## src/rtl/y86_uop_seq.sv

```systemverilog
// Y86 micro-op sequencer: holds one instruction and expands POPL (and LEAVE when
// Y86_LEAVE_EN is defined) into register-file micro-ops; everything else passes through.
module y86_uop_seq #(
    parameter logic [4:0] REG_OFS   = 5'd1,
    parameter logic [4:0] R_ESP_IDX = 5'd5,
    parameter logic [4:0] R_EBP_IDX = 5'd6,
    parameter logic [3:0] OP_LEAVE  = 4'hF
) (
    input  logic        clk,
    input  logic        reset,
    input  logic        in_valid,
    output logic        in_ready,
    input  logic        mode,
    input  logic [47:0] inst,
    input  logic [31:0] next_inst_pc,
    output logic        out_valid,
    input  logic        out_ready,
    output logic [1:0]  uop_idx,
    output logic        uop_last,
    output logic        passthru,
    output logic [4:0]  ra,
    output logic [4:0]  rn,
    output logic [3:0]  aluc,
    output logic [31:0] imm,
    output logic        useimm,
    output logic        m2reg,
    output logic        wreg,
    output logic [31:0] held_pc
);
    localparam logic [3:0] OP_POPL = 4'hB;
    localparam logic [3:0] ALU_ADD = 4'b0000;
    localparam logic [3:0] ALU_OR  = 4'b0101;

    typedef enum logic {IDLE, ISSUE} state_t;

    state_t      state_q, state_d;
    logic [1:0]  uop_idx_q, uop_idx_d;
    logic        mode_q, mode_d;
    logic [3:0]  op_q, op_d;
    logic [3:0]  rsrc_q, rsrc_d;
    logic [31:0] pc_q, pc_d;

    // Only the opcode and rA nibbles steer the expansion.
    logic unused_inst_bits;
    assign unused_inst_bits = ^{inst[47:16], inst[11:8], inst[3:0]};

    logic [4:0] rn_a;
    logic       is_popl, popl_esp, hs, accept;
    logic [1:0] last_idx;

    assign rn_a     = {1'b0, rsrc_q} + REG_OFS;
    assign is_popl  = mode_q && (op_q == OP_POPL);
    assign popl_esp = is_popl && (rn_a == R_ESP_IDX);

`ifdef Y86_LEAVE_EN
    logic is_leave;
    assign is_leave = mode_q && (op_q == OP_LEAVE) && !is_popl;
    assign last_idx = (is_popl && !popl_esp) ? 2'd1 : (is_leave ? 2'd2 : 2'd0);
`else
    logic [8:0] unused_leave_cfg;
    assign unused_leave_cfg = {OP_LEAVE, R_EBP_IDX};
    assign last_idx = (is_popl && !popl_esp) ? 2'd1 : 2'd0;
`endif

    assign out_valid = (state_q == ISSUE);
    assign uop_idx   = uop_idx_q;
    assign uop_last  = out_valid && (uop_idx_q == last_idx);
    assign in_ready  = (state_q == IDLE) || (out_ready && uop_last);
    assign hs        = out_valid && out_ready;
    assign accept    = in_valid && in_ready;
    assign held_pc   = pc_q;

    always_comb begin
        passthru = 1'b0;
        ra       = 5'd0;
        rn       = 5'd0;
        aluc     = 4'd0;
        imm      = 32'd0;
        useimm   = 1'b0;
        m2reg    = 1'b0;
        wreg     = 1'b0;
        if (state_q == ISSUE) begin
            if (is_popl) begin
                if (uop_idx_q == 2'd0) begin
                    ra = R_ESP_IDX; rn = rn_a; aluc = ALU_OR;
                    useimm = 1'b1; m2reg = 1'b1; wreg = 1'b1;
                end else begin
                    ra = R_ESP_IDX; rn = R_ESP_IDX; aluc = ALU_ADD;
                    imm = 32'd4; useimm = 1'b1; wreg = 1'b1;
                end
`ifdef Y86_LEAVE_EN
            end else if (is_leave) begin
                case (uop_idx_q)
                    2'd0: begin
                        ra = R_EBP_IDX; rn = R_ESP_IDX; aluc = ALU_OR;
                        useimm = 1'b1; wreg = 1'b1;
                    end
                    2'd1: begin
                        ra = R_ESP_IDX; rn = R_EBP_IDX; aluc = ALU_OR;
                        useimm = 1'b1; m2reg = 1'b1; wreg = 1'b1;
                    end
                    default: begin
                        ra = R_ESP_IDX; rn = R_ESP_IDX; aluc = ALU_ADD;
                        imm = 32'd4; useimm = 1'b1; wreg = 1'b1;
                    end
                endcase
`endif
            end else begin
                passthru = 1'b1;
            end
        end
    end

    always_comb begin
        state_d   = state_q;
        uop_idx_d = uop_idx_q;
        mode_d    = mode_q;
        op_d      = op_q;
        rsrc_d    = rsrc_q;
        pc_d      = pc_q;
        if (hs) begin
            if (uop_last) begin
                state_d   = IDLE;
                uop_idx_d = 2'd0;
            end else begin
                uop_idx_d = uop_idx_q + 2'd1;
            end
        end
        // Accept on the same edge as the last handshake gives zero-bubble issue.
        if (accept) begin
            state_d   = ISSUE;
            uop_idx_d = 2'd0;
            mode_d    = mode;
            op_d      = inst[7:4];
            rsrc_d    = inst[15:12];
            pc_d      = next_inst_pc;
        end
    end

    always_ff @(posedge clk or posedge reset) begin
        if (reset) begin
            state_q   <= IDLE;
            uop_idx_q <= 2'd0;
            mode_q    <= 1'b0;
            op_q      <= 4'd0;
            rsrc_q    <= 4'd0;
            pc_q      <= 32'd0;
        end else begin
            state_q   <= state_d;
            uop_idx_q <= uop_idx_d;
            mode_q    <= mode_d;
            op_q      <= op_d;
            rsrc_q    <= rsrc_d;
            pc_q      <= pc_d;
        end
    end
endmodule

```

## config.mk

```make
export PLATFORM = sky130hd
export DESIGN_NAME = y86_uop_seq
export DESIGN_NICKNAME = d
export VERILOG_FILES = /design/src/rtl/y86_uop_seq.sv
export SDC_FILE = /design/constraint.sdc
export NUM_CORES = 1
export LEC_CHECK = 0
export CORE_MARGIN = 5
export CORE_UTILIZATION = 35
export CTS_CLUSTER_SIZE = 30
export DETAILED_ROUTE_END_ITERATION = 7
export PLACE_DENSITY = 0.9
export SLEW_MARGIN = 40
export SYNTH_ARGS = -nofsm -noshare
export SYNTH_HDL_FRONTEND = slang
export SYNTH_SLANG_ARGS = --single-unit
```

## constraint.sdc

```tcl
create_clock -name clk -period 3.15 [get_ports clk]
set_input_delay 0.63 -clock clk [delete_from_list [all_inputs] [get_ports clk]]
set_output_delay 0.63 -clock clk [all_outputs]
set_load 0.05 [all_outputs]
```

After elaboration in Yosys (flattened, before gate mapping)
Index checks and enable logic that the tools add are counted.

Output and inout port bits: 87. Logic and storage cells: 50. Input bits: 85. Register bits: 44.

Equal/unequal tests: 3. Add/sub/neg operators: 2. Reductions and logical operators: 13. Bitwise gates (word level): 1. Muxes and demuxes: 25.

Operators by type and width (count): $mux 3 (7); $mux 5 (4); $mux 1 (11); $logic_and 1x1->1 (7); $mux 2 (3); $add 4x1->5 const B (1); $eq 5x3->1 const B (1); $eq 4x4->1 const B (1); $reduce_bool 2->1 (2); $add 2x1->2 const B (1); $eq 2x1->1 (1); $logic_not 2->1 (1); $reduce_and 2->1 (1); $logic_not 1->1 (1); $logic_or 1x1->1 (1); $not 1->1 (1).

Longest topological paths before layout
Gate-level depths: netlist of run 1.

Depth after elaboration: 13. Gate-level depth with buffers: 9. Gate-level depth less buffers: 8.

Worst setup path after synthesis of run 1
Ideal clock, no wire load.

Path kind: register to output. From: register rsrc_q[0]. To: output in_ready. Cell stages (with the launch flop): 7. Path slack: -0.197 ns. Arrival: 2.717 ns. Path through: dfrtp_1 ha_1 nand2b_1 o21a_2 o311a_4 xnor2_4 o31ai_1.

Longest elaborated chain between the ends: 10.

RTL lines: start: declaration (RTL line 40) `logic [3:0] rsrc_q, rsrc_d;`; start signal: assignment (RTL line 153) `rsrc_q <= rsrc_d;`; $add 4x1->5 (RTL line 51) `assign rn_a = {1'b0, rsrc_q} + REG_OFS;`; $eq 5x3->1 (RTL line 53) `assign popl_esp = is_popl && (rn_a == R_ESP_IDX);`; $logic_and 1x1->1 (RTL line 53); $logic_not 1->1 (RTL line 62) `assign last_idx = (is_popl && !popl_esp) ? 2'd1 : 2'd0;`; $logic_and 1x1->1 (RTL line 62); $mux 1 (RTL line 62); $eq 2x1->1 (RTL line 67) `assign uop_last = out_valid && (uop_idx_q == last_idx);`; $logic_and 1x1->1 (RTL line 67); $logic_and 1x1->1 (RTL line 68) `assign in_ready = (state_q == IDLE) || (out_ready && uop_last);`; $logic_or 1x1->1 (RTL line 68); end: declaration (RTL line 12) `output logic in_ready,`.

Every way passes these cells.

Worst setup path after layout of run 1
Same ends and word-level chain as after synthesis.

==> results.toml, run 1 <==
[setup_path]
critical_path.slowest_cell = "sky130_fd_sc_hd__dfrtp_1"
worstRegToRegCells = 8
cp_max_fo = 6
critPathCaptureType = "primary output"
crit_arrival_ns = 2.38
setup.reg_to_reg.worst_slack_ns = 0.31
worstSetupStartpointType = "flip-flop"
worstPathRequired_ns = 2.52
crit_chain = "ha_1 -> nand2b_1 -> o21a_2 -> o311a_4 -> xnor2_4 -> o31ai_2 -> buf_12"
r2r-end = "held_pc[16]"
path_buf_inv = 1
critical_path.top_delay_family = "compound AO/OA/AOI/OAI gates"
critical_path_class = "reg2out"
worst_flop_to_flop_path_startpoint = "rsrc_q[0]"
max_stage_delay_ns = 0.45

[pwr]
clkPwrFrac_pct = 18.6
power.switching_uw = 936
power_density_mw_per_mm2 = 673
power_leakage_nw = 1.70
internal_power_mw = 1.37
sequentialPowerShare_pct = 33.5
vdd.ir_drop.worst_mv = 0.442
logic_gate_share_of_total_power_pct = 47.9
p_total_mw = 2.30
p_sw_share_pct = 40.6

[timing]
finalSetupTns_ns = 0
final.period_utilization_pct = 95.5
report.final.slew_viol_count = 0
max_freq_mhz = 332
finalCriticalPeriod_ns = 3.01
slew_at_the_pin_closest_to_its_max_slew_limit_ns = 0.545
timing.final.setup_violations = 0
slew-limit-headroom_pct = 63.7
timing.final.hold_violations = 0
rsz0062_at_grt = "false"
final.setup_skew_ns = 0.00481

[cts]
h-tree-depth = 2
tritoncts = "done"
cts.clk_slew.worst_paths_ns = 0.08
cts_root_buffer = "sky130_fd_sc_hd__clkbuf_8"
tritoncts.num_buffers = 5
clockBufferDepth = 2
clk-insertion-delay-late_ns = 0.29
cts-hold-fix-buffers = 0
post_cts_setup_driven_buffer_insertion_count = 0
clock_sinks = 44

[logic_synthesis]
synth_warnings = 0
post_synth_inst_count = 180
yosysTopAreaCell = "sky130_fd_sc_hd__dfrtp_1"
yosysSeqAreaShare_pct = 44.6
ys_ff_latch = 44
yosysTopAreaCellShare_pct = 44.6
post_synth_main_area_contributors = "sky130_fd_sc_hd__dfrtp_1 45%, sky130_fd_sc_hd__mux2_4 24%, sky130_fd_sc_hd__buf_4 12%, sky130_fd_sc_hd__buf_12 3.2%, sky130_fd_sc_hd__ha_1 1.5%"
synth.cell_area_mm2 = 0.00247
ys_types = 32
syn_area_per_cell_um2 = 13.7

[job]
timing.max_cap.violations = 0

[worst_hold_path]
hp-class = "reg2reg"
worstHoldEndpoint = "held_pc[26]"
holdCritStartpoint = "held_pc[26]"
hold_depth = 1

[final_layout]
commonest_non_fill_non_tap_cell_in_the_layout = "sky130_fd_sc_hd__clkdlybuf4s50_1"
area_growth_syn_to_layout_pct = 38.8
num-nets-final = 361
insertedDiodeCount = 0
share_of_layout_cells_above_drive_strength_1_pct = 22.6
post-route-cell-area_mm2 = 0.00342
final_cell_mix = "87 x sky130_fd_sc_hd__clkdlybuf4s50_1, 44 x sky130_fd_sc_hd__dfrtp_1, 40 x sky130_fd_sc_hd__mux2_4"

[grt]
grt_usage_pct = 11.2
maximum_number_of_pins_on_one_net_before_global_route_repair = 45
wire_length_of_the_first_global_routing_pass_um = 7700
globalRoute.totalOverflow = 0
via_count_of_the_first_global_routing_pass = 1566
antenna_violations_before_repair = 0

[die]
start_util_pct = 36.1
fp.coreArea_mm2 = 0.00683
die_w_um = 93.9
dieArea_mm2 = 0.00882
design.portCount = 172
die_height_um = 93.9
std_cell_rows = 30

[placed_design]
post_detailed_placement_cell_area_mm2 = 0.00330
port_buffers = 95
gp_routability_congestion = 0.819
dp_hpwl_um = 3950

[route]
route.detailed.wl_per_inst_um = 13.9
number_of_drc_markers_after_the_initial_detailed_route_iteration = 20
antenna_violating_nets_post_route = 0
drtPass1Iterations = 4
viasPerCell = 4.18
drt_drc_violations_left = 0
route.vias.total = 1545
wirelength_um = 5140

[status]
outcome = "completed"
==> how the worst max path moves through the flow <==
stage | start | to | slack, ns | cells past startpoint
after floorplan | rsrc_q[0] | in_ready | 0.26 | 6
after global placement | rsrc_q[0] | held_pc[19] | 0.34 | 8
after detailed placement | rsrc_q[0] | held_pc[16] | 0.29 | 8
after CTS | rsrc_q[0] | in_ready | 0.09 | 7
after global routing | rsrc_q[0] | in_ready | 0.05 | 7
final | rsrc_q[0] | in_ready | 0.14 | 7
==> state kept, by name, indices dropped and copies added, names as in the netlist <==
signal and cells:
rsrc_q 4, uop_idx 2, op_q 4, held_pc 32
out_valid 1, mode_q 1
==> cell families (layout without fill, tap and decap cells) <==
| logic type | count (synthesis) | in the layout | share of synthesized area (%) |
|---|---|---|---|
| multiplexers | 41 | 41 | 24.8 |
| XOR/XNOR | 2 | 2 | 1.47 |
| other | 1 | 36 | 0.152 |
| adder cells (fa/ha/maj) | 3 | 3 | 1.52 |
| AND/OR/NAND/NOR | 24 | 24 | 5.18 |
| AO/OA/AOI/OAI | 10 | 10 | 3.81 |
| flip-flops | 44 | 44 | 44.6 |
| buffers and inverters | 55 | 114 | 18.4 |
==> power by group through the flow <==
stage          logic, mW  registers (mW)  clock network (mW)
3_3_place_gp        1.09           0.777                   0
4_1_cts             1.12           0.773               0.447
3_5_place_dp        1.11           0.780                   0
6_report            1.10           0.772               0.429
5_1_grt             1.15           0.789               0.470
2_1_floorplan      0.511            1.10                   0
==> repair_timing <==
| action | in CTS | in global routing |
|---|---|---|
| gates resized for setup | 0 | 6 |
| endpoints found under the setup margin | 0 | 6 |
| endpoints found under the hold margin | 0 | 0 |
==> cell usage after synthesis, drive strengths merged <==
library cell  count
conb              1
and2              1
a21oi             1
and3              1
dfrtp            44
o31a              1
o211ai            2
ha                3
mux2             41
or3               1
a31oi             1
nand2             6
nor2b             1
nor3b             1
xnor2             1
xor2              1
o31ai             1
o21a              1
o311a             1
nor2              4
nor3              1
nand2b            4
a21o              1
inv               9
o21ai             1
nand3             1
bufbuf            1
buf              45
nand4             3
==> metal layers <==
layer / GRT usage [%] / vias up / share of wire, %
met5: 0 / - / 0
met1: 13.7 / 738 / 41
met4: 3.97 / 0 / 1.4
met3: 4.57 / 8 / 11
met2: 17.9 / 91 / 47
li1: - / 708 / -
==> stage by stage <==
step           instances  util, %  worst slack, ns  hold slack (ns)
3_5_place_dp         362     48.2            0.286            0.491
5_1_grt              370     50.1           0.0452            0.517
6_report             370     50.1            0.140            0.510
3_3_place_gp         362     48.2            0.340            0.492
4_1_cts              370     49.9           0.0939            0.513
2_1_floorplan        215        -            0.255            0.481
==> cell type report <==
type                       instances  area (um^2)
inverter                           9         36.3
timing repair buffer              97         1000
multi-input combinational        116         1050
clock buffer                       5         68.8
fill                             589         3410
clock inverter                     3         42.5
sequential                        44         1100
tap                               96          120
Power figures use the tool's default switching activity.
==> run 2, diff against run 1 <==
--- a/config.mk
+++ b/config.mk
@@ -10,7 +10,7 @@
 export CTS_CLUSTER_SIZE = 30
 export DETAILED_ROUTE_END_ITERATION = 7
 export PLACE_DENSITY = 0.9
-export SLEW_MARGIN = 40
+export SLEW_MARGIN = 20
 export SYNTH_ARGS = -nofsm -noshare
 export SYNTH_HDL_FRONTEND = slang
 export SYNTH_SLANG_ARGS = --single-unit
==> results.toml, run 2 (same netlist as run 1, synthesis figures left out) <==
[die]
design.portCount = 172
std_cell_rows = 30
fp.coreArea_mm2 = 0.00683
die_w_um = 93.9
die_height_um = 93.9
start_util_pct = 36.1
dieArea_mm2 = 0.00882

[grt]
wire_length_of_the_first_global_routing_pass_um = 7720
grt_usage_pct = 11.2
via_count_of_the_first_global_routing_pass = 1572
antenna_violations_before_repair = 0
globalRoute.totalOverflow = 0
maximum_number_of_pins_on_one_net_before_global_route_repair = 45

[setup_path]
critical_path.slowest_cell = "sky130_fd_sc_hd__dfrtp_1"
path_buf_inv = 1
crit_chain = "ha_1 -> nand2b_1 -> o21a_2 -> o311a_4 -> xnor2_4 -> o31ai_2 -> buf_12"
crit_arrival_ns = 2.38
critical_path_class = "reg2out"
max_stage_delay_ns = 0.45
critPathCaptureType = "primary output"
critical_path.top_delay_family = "compound AO/OA/AOI/OAI gates"
cp_max_fo = 6
setup.reg_to_reg.worst_slack_ns = 0.31
worstSetupStartpointType = "flip-flop"
worstPathRequired_ns = 2.52

[route]
antenna_violating_nets_post_route = 0
wirelength_um = 5140
viasPerCell = 4.20
drt_drc_violations_left = 0
route.vias.total = 1553
drtPass1Iterations = 4
route.detailed.wl_per_inst_um = 13.9
number_of_drc_markers_after_the_initial_detailed_route_iteration = 23

[status]
outcome = "completed"

[cts]
cts.clk_slew.worst_paths_ns = 0.08
clockBufferDepth = 2
cts_root_buffer = "sky130_fd_sc_hd__clkbuf_8"
post_cts_setup_driven_buffer_insertion_count = 0
clock_sinks = 44
tritoncts.num_buffers = 5
clk-insertion-delay-late_ns = 0.29
tritoncts = "done"
cts-hold-fix-buffers = 0
cts_resized = 0
h-tree-depth = 2

[final_layout]
nFillCells = 592
number_of_flip_flops_in_the_largest_register = 32
commonest_non_fill_non_tap_cell_in_the_layout = "sky130_fd_sc_hd__clkdlybuf4s50_1"
area_growth_syn_to_layout_pct = 38.7
final_cell_mix = "87 x sky130_fd_sc_hd__clkdlybuf4s50_1, 44 x sky130_fd_sc_hd__dfrtp_1, 40 x sky130_fd_sc_hd__mux2_4"
finish.utilization_pct = 50.1
insertedDiodeCount = 0
num-nets-final = 361
share_of_layout_cells_above_drive_strength_1_pct = 22.6

[pwr]
power_leakage_nw = 1.70
power_density_mw_per_mm2 = 674
vdd.ir_drop.worst_mv = 0.442

[placed_design]
port_buffers = 95
dp_hpwl_um = 3950
gp_routability_congestion = 0.819

[timing]
finalCriticalPeriod_ns = 3.01
slew_at_the_pin_closest_to_its_max_slew_limit_ns = 0.920
final.period_utilization_pct = 95.6
finalSetupTns_ns = 0
timing.final.setup_violations = 0
report.final.slew_viol_count = 0
rsz0062_at_grt = "false"
max_freq_mhz = 332
slew-limit-headroom_pct = 38.6
final.setup_skew_ns = 0.00464
timing.final.hold_violations = 0

[job]
timing.max_cap.violations = 0

[worst_hold_path]
hp-class = "reg2reg"
-- run 2: worst paths after layout --
kind / endpoint / cells past startpoint / startpoint
min in group asynchronous: held_pc[30] / 2 / reset
max reg2reg: held_pc[16] / 8 / rsrc_q[0]
min reg2reg: held_pc[1] / 1 / held_pc[1]
max in group asynchronous: held_pc[26] / 2 / reset
min: held_pc[1] / 1 / held_pc[1]
max: in_ready / 7 / rsrc_q[0]
-- run 2: area by class of cell --
cell class	count	area, um^2	share of cell area [%]
flip-flops and latches	44	1100	32.2
multi-input cells	116	1050	30.8
repair buffers	97	1000	29.3
well taps	96	120	3.51
clock buffers	5	68.8	2.01
clock inverters	3	42.5	1.24
inverters	9	33.8	0.988
-- run 2: metal layers --
metal | global-route usage (%) | share of wire (%) | wire length (um)
met4 | 3.97 | 1.4 | 73
met3 | 4.57 | 11 | 579
met5 | 0 | 0 | 0
met2 | 17.9 | 47 | 2410
met1 | 13.7 | 41 | 2080
-- run 2: per-stage QoR --
step / instances / setup WS (ns) / hold slack [ns] / power, mW / instance area (um^2)
final: 370 / 0.139 / 0.514 / 2.30 / 3420
after global routing: 370 / 0.0452 / 0.529 / 2.41 / 3420
after CTS: 370 / 0.0939 / 0.520 / 2.34 / 3400
after detailed placement: 362 / 0.286 / 0.496 / 1.89 / 3290
after global placement: 362 / 0.340 / 0.492 / 1.87 / 3290
after floorplan: 215 / 0.255 / 0.481 / 1.61 / 2610
-- run 2: power breakdown --
group          internal (mW)  switching, mW  total [mW]
Clock                  0.235          0.194       0.428
Sequential             0.686         0.0862       0.772
Combinational          0.447          0.656        1.10
